### src/rtl/ft_lockstep_ctrl.sv
// Lockstep comparator and recovery sequencer for 2 or 3 replicated cores.
// Compares register-file writes, checkpoints retired PCs and drives core reset/restore.
module ft_lockstep_ctrl #(
    parameter int NCORES    = 2,
    parameter int ADDR_W    = 6,
    parameter int DATA_W    = 32,
    parameter int PC_W      = 32,
    parameter int CNT_W     = 8,
    parameter int MAX_RETRY = 3,
    parameter logic [PC_W-1:0] RESET_PC = '0
) (
    input  logic                     clk_i,
    input  logic                     rst_ni,
    input  logic                     enable_i,
    input  logic [NCORES-1:0]        we_i,
    input  logic [NCORES*ADDR_W-1:0] addr_i,
    input  logic [NCORES*DATA_W-1:0] data_i,
    input  logic [PC_W-1:0]          pc_i,
    input  logic                     commit_i,
    input  logic                     done_i,
    output logic                     reset_o,
    output logic                     recover_o,
    output logic [PC_W-1:0]          recovery_pc_o,
    output logic                     error_o,
    output logic [NCORES-1:0]        faulty_o,
    output logic [CNT_W-1:0]         err_count_o
);
    localparam int TUP_W   = 1 + ADDR_W + DATA_W;
    localparam int RETRY_W = (MAX_RETRY < 1) ? 1 : $clog2(MAX_RETRY + 1);

    typedef enum logic [1:0] {ST_RUN, ST_RST, ST_RECOVER, ST_FAIL} state_t;

    state_t             state_reg;
    logic               reset_reg;
    logic               recover_reg;
    logic               error_reg;
    logic [PC_W-1:0]    ckpt_reg;
    logic [NCORES-1:0]  faulty_reg;
    logic [CNT_W-1:0]   err_count_reg;
    logic [RETRY_W-1:0] retry_reg;

    logic [TUP_W-1:0]   tuple [NCORES];
    logic [NCORES-1:0]  we_diff;
    logic [NCORES-1:0]  ad_diff;
    logic [NCORES-1:0]  dissent;
    logic               mismatch;

    // Each core's write is reduced to one tuple; differences are taken against core 0.
    genvar gi;
    generate
        for (gi = 0; gi < NCORES; gi++) begin : g_core
            assign tuple[gi]   = {we_i[gi], addr_i[gi*ADDR_W +: ADDR_W], data_i[gi*DATA_W +: DATA_W]};
            assign we_diff[gi] = we_i[gi] != we_i[0];
            assign ad_diff[gi] = tuple[gi][TUP_W-2:0] != tuple[0][TUP_W-2:0];
        end
    endgenerate

    assign mismatch = (state_reg == ST_RUN) && enable_i &&
                      ((|we_diff) || ((&we_i) && (|ad_diff)));

    // With three cores the odd one out is blamed; without a majority every core is.
    generate
        if (NCORES == 3) begin : g_vote
            always_comb begin
                dissent = 3'b111;
                if (tuple[0] == tuple[1])
                    dissent = 3'b100;
                else if (tuple[0] == tuple[2])
                    dissent = 3'b010;
                else if (tuple[1] == tuple[2])
                    dissent = 3'b001;
            end
        end else begin : g_pair
            assign dissent = '1;
        end
    endgenerate

    always_ff @(posedge clk_i or negedge rst_ni) begin
        if (!rst_ni) begin
            state_reg     <= ST_RUN;
            reset_reg     <= 1'b0;
            recover_reg   <= 1'b0;
            error_reg     <= 1'b0;
            ckpt_reg      <= RESET_PC;
            faulty_reg    <= '0;
            err_count_reg <= '0;
            retry_reg     <= '0;
        end else begin
            case (state_reg)
                ST_RUN: begin
                    if (mismatch) begin
                        faulty_reg <= faulty_reg | dissent;
                        if (err_count_reg != {CNT_W{1'b1}})
                            err_count_reg <= err_count_reg + 1'b1;
                        if (retry_reg == RETRY_W'(MAX_RETRY)) begin
                            state_reg <= ST_FAIL;
                            error_reg <= 1'b1;
                        end else begin
                            state_reg <= ST_RST;
                            reset_reg <= 1'b1;
                            retry_reg <= retry_reg + 1'b1;
                        end
                    end else if (enable_i && commit_i) begin
                        ckpt_reg  <= pc_i;
                        retry_reg <= '0;
                    end
                end
                ST_RST: begin
                    state_reg   <= ST_RECOVER;
                    reset_reg   <= 1'b0;
                    recover_reg <= 1'b1;
                end
                ST_RECOVER: begin
                    if (done_i) begin
                        state_reg   <= ST_RUN;
                        recover_reg <= 1'b0;
                    end
                end
                ST_FAIL: begin
                    state_reg <= ST_FAIL;
                end
                default: begin
                    state_reg <= ST_RUN;
                end
            endcase
        end
    end

    assign reset_o       = reset_reg;
    assign recover_o     = recover_reg;
    assign error_o       = error_reg;
    assign recovery_pc_o = ckpt_reg;
    assign faulty_o      = faulty_reg;
    assign err_count_o   = err_count_reg;
endmodule

### config.mk
export PLATFORM = sky130hd
export DESIGN_NAME = ft_lockstep_ctrl
export DESIGN_NICKNAME = d
export VERILOG_FILES = /design/src/rtl/ft_lockstep_ctrl.sv
export SDC_FILE = /design/constraint.sdc
export NUM_CORES = 1
export LEC_CHECK = 0
export ABC_CLOCK_PERIOD_IN_PS = 3700
export BUFFER_PORTS_ARGS = -buffer_cell sky130_fd_sc_hd__buf_2
export CAP_MARGIN = 20
export CORE_MARGIN = 5
export CORE_UTILIZATION = 46
export CTS_CLUSTER_DIAMETER = 150
export DETAILED_ROUTE_END_ITERATION = 16
export PLACE_DENSITY = 0.85
export SLEW_MARGIN = 15
export SYNTH_ARGS = -nofsm -noshare
export SYNTH_HDL_FRONTEND = slang
export SYNTH_SLANG_ARGS = --single-unit
### constraint.sdc
create_clock -name clk_i -period 3.7 [get_ports clk_i]
set_clock_uncertainty 0.15 [all_clocks]
set_input_delay 0.74 -clock clk_i [delete_from_list [all_inputs] [get_ports clk_i]]
set_output_delay 0.74 -clock clk_i [all_outputs]
set_load 0.03 [all_outputs]
==> flow_summary_export.csv, run 1 <==
group,metric,value,unit
grt,grt_pass1_vias,2284,
synth,synth-seq-cells,48,
grt,gr-total-overflow,0,
placement,gp_congestion,0.923,
floorplanning,die_y,84.1,µm
power,p_int,795,µW
timing,rsz0062_at_grt,"false",
synth,synth.largest_area_cell,"dfrtp_1",
synth,syn_nets,328,
final_layout,num_antenna_cells,0,
floorplanning,ios,160,
floorplanning,start_util,46.5,%
final_layout,final_cells,441,
placement,hpwl,5020,µm
critical_path,endpoint_kind,"register",
power,power.share.clock,36.9,%
route,drt-total-wl,6120,µm
floorplanning,coreArea,0.00544,mm²
power,power_density,294,mW/mm²
route,viasPerCell,4.80,
placement,dpl.cell_count,433,
route,dr.pass1.iters,4,
synth,syn_area,0.00253,mm²
critical_path,cp_cell_sequence,"buf_2 > ha_1 > nor4_1 > nand2_1 > o32ai_4 > nand4_4 > buf_4 > mux2_1",
critical_path,arrival,2770,ps
synth,avgSynthCellArea,12.3,µm²
route,ant_nets,0,
critical_path,cpMaxStageDelayCell,"mux2_1",
synth,yosys_warnings,0,
clocking,cts_sinks,48,
power,seq_power_share,51.0,%
final_layout,nets,490,
hold_path,hp-class,"input pin to async pin",
clocking,root_buffer,"clkbuf_8",
power,comb_power_share,12.1,%
clocking,numCtsBuffers,5,
outcome,status,"complete, no violations",
timing,fmax,365,MHz
timing,setup_violations,0,
synth,yosysUniqueCellTypes,36,
timing,max_slew_margin,61.0,%
floorplanning,rows,27,
timing,tightest_slew,584,ps
power,ir_worst_vdd,216,µV
floorplanning,die_x,84.1,µm
clocking,postCtsHoldBufs,0,
timing,post-route-period-util,74.1,%
critical_path,path_class,"input pin to register",
power,leakage,2.06,nW
floorplanning,die_area,0.00708,mm²
route,drtIter0Drc,58,
clocking,cts_tree,"done",
power,power,1.03,mW
critical_path,start_kind,"input pin",
critical_path,crit_required,3730,ps
grt,antenna_found_initial,0,
power,p_sw,232,µW
timing,setup_ws,960,ps
clocking,clkLatencyLatePin,290,ps
synth,synthFlopType,"dfrtp_1",
final_layout,largest_reg_flops,32,
synth,netlist_instances,206,
synth,synth.area.top_cells,"dfrtp_1 (48%), xor2_1 (15%), mux2_1 (13%), ha_1 (3.5%), nor4_1 (2.7%)",
grt,grt_max_degree,49,
clocking,clockBufferDepth,2,
grt,grt_pass1_wl,9920,µm
clocking,cts-resized-gates,0,
route,vias,2119,
critical_path,slowest_delay,360,ps
placement,dp_slack,612,ps
synth,yosysSeqAreaShare,47.5,%
timing,setup_tns,0,ps
power,swShare,22.6,%
clocking,post-cts-setup-buffers,0,
timing,slew_viol_final,0,
clocking,clk_pin_slew,90,ps
synth,post-synth-top-area-fraction,47.5,%
timing,period_minus_slack,2740,ps
synth,synth_edf_count,0,
route,remaining_drc_errors,0,
run,drv_cap,0,
final_layout,drive_gt1_share,48.0,%
clocking,h-tree-depth,2,
timing,hold_viol,0,
final_layout,area_growth,38.3,%
grt,gr-usage-all-layers,16.9,%
placement,port_buffers,159,
route,wl_per_cell,13.9,µm
synth,synthArstFlopShare,100,%
critical_path,critPathMaxFanout,32,
-- cells in the final DEF, fill, tap and decap left out, types with 3 or more instances in the layout --
| master | Yosys | routed |
|---|---|---|
| dfrtp_1 | 48 | 48 |
| buf_4 | 1 | 3 |
| nand2b_1 | 3 | 3 |
| mux2_1 | 30 | 30 |
| buf_2 | 1 | 158 |
| ha_1 | 7 | 7 |
| nand3_1 | 4 | 4 |
| inv_1 | 5 | 5 |
| clkbuf_8 | 0 | 5 |
| nand4_1 | 5 | 5 |
| nor4_1 | 11 | 11 |
| nand2_1 | 6 | 6 |
| nor2_1 | 4 | 4 |
| nor3_1 | 8 | 8 |
| xor2_1 | 44 | 44 |
| mux2_2 | 4 | 4 |
-- synth_stat cells, drive strengths merged, types with 2 or more instances --
master	n
or2	2
nor4	11
nand2	6
ha	7
o22ai	2
inv	5
dfrtp	48
mux2	34
buf	5
nand2b	3
xor2	44
nand4	6
nor3	8
nand3	4
nor2	4
-- cell type report --
| class | instances | area, µm² |
|---|---|---|
| clock buffers | 5 | 68.8 |
| multi-input cells | 147 | 1260 |
| flip-flops and latches | 48 | 1200 |
| clock inverters | 3 | 46.3 |
| repair buffers | 161 | 813 |
| well taps | 72 | 90.1 |
| fillers | 455 | 1940 |
| inverters | 5 | 18.8 |
-- metrics by stage --
stage                     hold slack [ps]  cell area, µm²  util (%)
final                                 287            3500      64.3
after global routing                  335            3500      64.3
after CTS                             339            3490      64.3
after detailed placement              314            3380      62.1
after global placement                317            3380      62.1
after floorplan                       294            2530         -
-- path summary, 6_finish.rpt --
check | startpoint | end | slack [ps] | cells past startpoint
max | we_i[0] | recovery_pc_o[10] | 960 | 8
min | rst_ni | err_count_o[0] | 290 | 1
max reg2reg | state_reg[0] | err_count_o[1] | 1510 | 5
min reg2reg | error_o | error_o | 340 | 1
max in group asynchronous | rst_ni | reset_o | 2710 | 1
min in group clk_i | error_o | error_o | 340 | 1
-- power groups by stage --
| stage | sequential (mW) | clock, mW | combinational (mW) |
|---|---|---|---|
| 2_1_floorplan | 0.535 | 0 | 0.0410 |
| 3_3_place_gp | 0.535 | 0 | 0.121 |
| 3_5_place_dp | 0.535 | 0 | 0.125 |
| 4_1_cts | 0.524 | 0.394 | 0.125 |
| 5_1_grt | 0.524 | 0.411 | 0.139 |
| 6_report | 0.524 | 0.379 | 0.124 |
-- per-layer routing --
metal  vias up  GRT usage (%)  part of all wire, %
met1       991           20.2                   39
met3        10           4.42                  7.4
met4         0           4.53                  1.3
met5         -              0                    0
met2        70           30.0                   52
li1       1048              -                    -
-- worst max-delay path, delay by kind of cell --
kind / cells / cell delay, ps
AO/OA/AOI/OAI: 1 / 350
adder cells (fa/ha/maj): 1 / 350
buffers and inverters: 2 / 380
AND/OR/NAND/NOR: 3 / 580
multiplexers: 1 / 360
-- logic make-up (layout without fill, tap and decap cells) --
group	after synthesis	count (layout)	share of synthesized area (%)
fa+ha+maj	7	7	3.46
compound gates	12	12	4.31
mux	35	35	15.5
xor+xnor	44	44	15.2
simple gates	49	49	11.2
flops	48	48	47.5
buf+inv	11	174	2.72
Note: power is estimated with default switching activity, not from simulation.
==> inputs of run 2 (changes only) <==
--- a/config.mk
+++ b/config.mk
@@ -5,14 +5,14 @@
 export SDC_FILE = /design/constraint.sdc
 export NUM_CORES = 1
 export LEC_CHECK = 0
-export ABC_CLOCK_PERIOD_IN_PS = 3700
+export ABC_CLOCK_PERIOD_IN_PS = 2300
 export BUFFER_PORTS_ARGS = -buffer_cell sky130_fd_sc_hd__buf_2
 export CAP_MARGIN = 20
 export CORE_MARGIN = 5
-export CORE_UTILIZATION = 46
+export CORE_UTILIZATION = 39
 export CTS_CLUSTER_DIAMETER = 150
 export DETAILED_ROUTE_END_ITERATION = 16
-export PLACE_DENSITY = 0.85
+export PLACE_DENSITY = 0.76
 export SLEW_MARGIN = 15
 export SYNTH_ARGS = -nofsm -noshare
 export SYNTH_HDL_FRONTEND = slang
==> constraint.sdc (replaced) <==
create_clock -name clk_i -period 2.3 [get_ports clk_i]
set_clock_uncertainty 0.15 [all_clocks]
set_input_delay 0.46 -clock clk_i [delete_from_list [all_inputs] [get_ports clk_i]]
set_output_delay 0.46 -clock clk_i [all_outputs]
set_load 0.03 [all_outputs]
==> flow_summary_export.csv, run 2 (synthesis results as in run 1) <==
group,metric,value,unit
timing,slew_viol_final,0,
floorplanning,die_area,0.00819,mm²
critical_path,crit_end,"recovery_pc_o[4]",
critical_path,endpoint_kind,"register",
placement,gp_congestion,0.841,
final_layout,drive_gt1_share,49.1,%
floorplanning,rows,29,
final_layout,largest_reg_flops,32,
clocking,root_buffer,"clkbuf_8",
placement,dpl.cell_count,444,
final_layout,final_cell_mix,"buf_2 (159), dfrtp_1 (48), xor2_1 (44)",
critical_path,path_buf_inv,2,
clocking,clockBufferDepth,2,
power,leakage,2.09,nW
floorplanning,die_x,90.5,µm
critical_path,crit_required,2320,ps
timing,fmax,444,MHz
critical_path,arrival,2270,ps
power,ir_worst_vdd,360,µV
critical_path,rrSetupSlack,400,ps
grt,antenna_found_initial,0,
outcome,status,"complete, no violations",
route,wl_per_cell,14.0,µm
clocking,numCtsBuffers,5,
route,drtIter0Drc,57,
critical_path,r2r_start,"err_count_o[0]",
clocking,clk_pin_slew,80,ps
critical_path,cp_cell_sequence,"buf_2 > xor2_1 > nor4_1 > nand4_1 > o32ai_4 > nand4_4 > buf_12 > mux2_1",
route,ant_nets,0,
grt,gr-usage-all-layers,15.4,%
hold_path,hp-class,"input pin to async pin",
final_layout,fill_cells,554,
critical_path,rr_worst_depth,6,
critical_path,cp-startpoint,"data_i[1]",
grt,grt_pass1_vias,2266,
floorplanning,die_y,90.5,µm
route,vias,2160,
placement,port_buffers,159,
run,drv_cap,0,
final_layout,nets,496,
route,remaining_drc_errors,0,
critical_path,slowest_delay,360,ps
critical_path,critPathMaxFanout,32,
power,power_density,458,mW/mm²
final_layout,area_growth,40.8,%
timing,tightest_slew,593,ps
clocking,cts_sinks,48,
final_layout,num_antenna_cells,0,
placement,place_area,0.00344,mm²
route,dr.pass1.iters,4,
clocking,clkLatencyLatePin,290,ps
clocking,cts_tree,"done",
final_layout,utilization,56.4,%
grt,grt_max_degree,49,
route,viasPerCell,4.78,
final_layout,stdcell_area,0.00356,mm²
power,power,1.63,mW
critical_path,cp.depth,8,
grt,gr-total-overflow,0,
critical_path,r2r_end,"err_count_o[1]",
timing,post-route-period-util,97.8,%
timing,rsz0062_at_grt,"true",
final_layout,final_common_cell,"buf_2",
clocking,h-tree-depth,2,
critical_path,start_kind,"input pin",
floorplanning,ios,160,
final_layout,final_cells,452,
timing,setup_violations,0,
grt,grt_pass1_wl,10700,µm
floorplanning,start_util,40.1,%
timing,hold_viol,0,
placement,hpwl,5140,µm
floorplanning,coreArea,0.00631,mm²
timing,period_minus_slack,2250,ps
timing,max_slew_margin,60.5,%
critical_path,cpMaxStageDelayCell,"o32ai_4",
critical_path,path_class,"input pin to register",
route,drt-total-wl,6320,µm
critical_path,crit_family,"simple AND/OR/NAND/NOR gates",
clocking,post-cts-setup-buffers,0,
timing,setup_tns,0,ps
## run 2: cell count changes in the layout (fill, tap and decap cells not counted)
cell / before / now
buf_4: 3 / 7
buf_12: 0 / 1
buf_2: 158 / 159
clkbuf_1: 0 / 1
clkinv_2: 0 / 1
clkinvlp_4: 1 / 0
inv_6: 1 / 0
mux2_1: 30 / 29
mux2_4: 0 / 1
nor4_1: 11 / 10
nor4_2: 0 / 1
## run 2: area by class of cell
| type | instances | area [µm²] | area share, % |
|---|---|---|---|
| Clock buffer | 6 | 72.6 | 2.04 |
| Clock inverter | 2 | 35.0 | 0.984 |
| Inverter | 5 | 18.8 | 0.527 |
| Multi-Input combinational cell | 147 | 1270 | 35.6 |
| Sequential cell | 48 | 1200 | 33.7 |
| Tap cell | 77 | 96.3 | 2.71 |
| Timing Repair Buffer | 167 | 868 | 24.4 |
## run 2: worst register-to-register path, delay by kind of cell (launching register included)
| family | cells | cell delay, ps |
|---|---|---|
| and+or+nand+nor | 4 | 600 |
| DFF | 1 | 420 |
| muxes | 1 | 380 |
| adders and majority gates | 1 | 240 |
## run 2: metrics by stage
step | setup slack (ps) | hold slack (ps)
after CTS | 2.11 | 121
after detailed placement | -334 | 315
after global placement | -303 | 312
after floorplan | -126 | 14.4
after global routing | -57.8 | 163
final | 49.5 | 97.4
## run 2: where the power goes
group | internal, mW | switching [mW] | leakage (nW)
clock | 0.323 | 0.262 | 0.0552
sequential | 0.843 | 0 | 0.655
combinational | 0.111 | 0.0937 | 1.38
total | 1.28 | 0.356 | 2.09
## run 2: worst min-delay path by stage
stage                             end  slack (ps)  cells after the start
floorplan              err_count_o[0]          10                      0
global placement              error_o         310                      1
detailed placement            error_o         320                      1
CTS                 recovery_pc_o[20]         120                      2
global route         recovery_pc_o[3]         160                      2
finish                 err_count_o[0]         100                      2
## run 2: routing by layer
metal	share of wire (%)	vias up	GRT usage, %	routed length (µm)
met5	0	-	0	0
met2	50	108	27.5	3150
li1	-	1060	-	-
met4	0.63	0	3.35	40
met3	12	4	6.08	752
met1	38	988	17.3	2380
## run 2: what timing repair did
item | in CTS | in global routing
hold buffers | 0 | 0
hold endpoints to repair | 0 | 0
cloned | 0 | 0
resized for setup | 0 | 2
endpoints found under the setup margin | 21 | 35
pin swaps | 1 | 2
==> inputs of run 3 (changes only) <==
--- a/config.mk
+++ b/config.mk
@@ -5,7 +5,7 @@
 export SDC_FILE = /design/constraint.sdc
 export NUM_CORES = 1
 export LEC_CHECK = 0
-export ABC_CLOCK_PERIOD_IN_PS = 2300
+export ABC_CLOCK_PERIOD_IN_PS = 1900
 export BUFFER_PORTS_ARGS = -buffer_cell sky130_fd_sc_hd__buf_2
 export CAP_MARGIN = 20
 export CORE_MARGIN = 5
==> constraint.sdc (replaced) <==
create_clock -name clk_i -period 1.9 [get_ports clk_i]
set_clock_uncertainty 0.15 [all_clocks]
set_input_delay 0.38 -clock clk_i [delete_from_list [all_inputs] [get_ports clk_i]]
set_output_delay 0.38 -clock clk_i [all_outputs]
set_load 0.03 [all_outputs]
==> flow_summary_export.csv, run 3 (synthesis results as in run 1) <==
group,metric,value,unit
timing,tightest_slew,460,ps
power,ir_worst_vdd,434,µV
grt,grt_max_degree,22,
clocking,h-tree-depth,2,
route,dr.pass1.iters,4,
floorplanning,start_util,40.1,%
floorplanning,die_x,90.5,µm
placement,port_buffers,159,
final_layout,largest_reg_flops,32,
route,drt-total-wl,6880,µm
grt,antenna_found_initial,0,
power,p_int,1.59,mW
placement,dp_slack,-683,ps
timing,slew_viol_final,0,
critical_path,arrival,2200,ps
critical_path,start_kind,"input pin",
timing,hold_viol,0,
timing,rsz0062_at_grt,"true",
power,power.share.clock,35.1,%
final_layout,num_antenna_cells,0,
critical_path,path_buf_inv,2,
floorplanning,rows,29,
critical_path,crit_required,1920,ps
run,drv_cap,0,
power,swShare,22.4,%
critical_path,endpoint_kind,"register",
critical_path,slowest_delay,370,ps
timing,setup_ws,-280,ps
route,wl_per_cell,14.6,µm
clocking,numCtsBuffers,5,
final_layout,final_cell_mix,"buf_2 (154), dfrtp_1 (48), xor2_1 (43)",
clocking,cts_tree,"done",
critical_path,path_class,"input pin to register",
timing,max_slew_margin,69.3,%
final_layout,drive_gt1_share,55.5,%
clocking,clkLatencyLatePin,300,ps
hold_path,worstHoldStart,"done_i",
timing,timing.hold.ws,131,ps
hold_path,hp-class,"input pin to register",
timing,post-route-period-util,115,%
route,viasPerCell,4.84,
route,drtIter0Drc,75,
floorplanning,ios,160,
clocking,clk_pin_slew,90,ps
critical_path,cp_cell_sequence,"buf_6 > xor2_1 > nor4_2 > nand4_1 > o32ai_4 > nand4_4 > buf_12 > mux2_1",
timing,fmax,459,MHz
clocking,clockBufferDepth,2,
floorplanning,die_area,0.00819,mm²
floorplanning,coreArea,0.00631,mm²
route,vias,2273,
grt,gr-usage-all-layers,16.7,%
critical_path,critPathMaxFanout,20,
power,leakage,2.23,nW
final_layout,area_growth,52.2,%
outcome,status,"finished, violations left",
power,p_sw,458,µW
route,remaining_drc_errors,0,
placement,place_area,0.00351,mm²
power,seq_power_share,49.9,%
floorplanning,die_y,90.5,µm
grt,grt_pass1_wl,11500,µm
critical_path,r2r_start,"state_reg[1]",
power,power,2.05,mW
placement,hpwl,5500,µm
critical_path,cp-startpoint,"data_i[58]",
final_layout,final_common_cell,"buf_2",
final_layout,nets,514,
clocking,root_buffer,"clkbuf_8",
critical_path,crit_family,"simple AND/OR/NAND/NOR gates",
power,comb_power_share,15.1,%
grt,gr-total-overflow,0,
timing,setup_violations,46,
power,power_density,532,mW/mm²
critical_path,cpMaxStageDelayCell,"o32ai_4",
placement,gp_congestion,0.808,
grt,grt_pass1_vias,2465,
timing,period_minus_slack,2180,ps
final_layout,stdcell_area,0.00385,mm²
clocking,cts_sinks,48,
outcome,violations,"negative setup slack",
route,ant_nets,0,
## run 3: cell types whose count changed in the layout (fill, tap and decap cells not counted), sizes merged
cell | previous run | this run
dlygate4sd3 | 0 | 1
buf | 167 | 183
clkbuf | 6 | 7
## run 3: repair_timing
action,in CTS,in global routing
pin swaps,9,4
endpoints found under the setup margin,47,47
hold endpoints to repair,19,0
buffers inserted,6,2
hold buffers,1,0
gates resized for setup,22,10
gates cloned,0,1
## run 3: power groups by stage
| stage | Clock [mW] | Combinational (mW) | Sequential [mW] |
|---|---|---|---|
| after floorplan | 0 | 0.0799 | 1.04 |
| after global placement | 0 | 0.249 | 1.04 |
| after detailed placement | 0 | 0.253 | 1.04 |
| after CTS | 0.748 | 0.288 | 1.02 |
| after global routing | 0.794 | 0.342 | 1.02 |
| final | 0.718 | 0.308 | 1.02 |
## run 3: final timing paths
kind | endpoint | slack, ps | depth (start not counted)
max | recovery_pc_o[0] | -280 | 8
min in group asynchronous | err_count_o[0] | 410 | 2
min reg2reg | recovery_pc_o[30] | 340 | 1
min | recover_o | 130 | 2
max in group asynchronous | recovery_pc_o[29] | 610 | 3
max reg2reg | err_count_o[1] | 40 | 5
## run 3: layout make-up
class | count | area [µm²]
fillers | 536 | 2460
multi-input cells | 147 | 1360
flip-flops and latches | 48 | 1200
repair buffers | 185 | 1070
well taps | 77 | 96.3
clock buffers | 6 | 72.6
clock inverters | 2 | 35.0
inverters | 5 | 18.8
## run 3: worst reg2reg max path, stage by stage, from the launching register on
cell,delay [ps]
dfrtp_1,390
inv_1,100
ha_1,180
nand2_1,170
nor3b_1,360
mux2_2,380
## run 3: routing by layer
| metal | wire length [µm] | GRT usage (%) |
|---|---|---|
| met1 | 2600 | 18.1 |
| met5 | 0 | 0 |
| met2 | 3360 | 28.9 |
| met3 | 869 | 8.42 |
| met4 | 51 | 3.72 |
## run 3: stage by stage
stage / setup TNS [ps] / util [%] / std cells
after floorplan: -16270 / - / 206
after global placement: -28170 / 55.6 / 453
after detailed placement: -28440 / 55.6 / 453
after CTS: -10650 / 59.7 / 468
after global routing: -15770 / 61.0 / 470
final: -10350 / 61.0 / 470
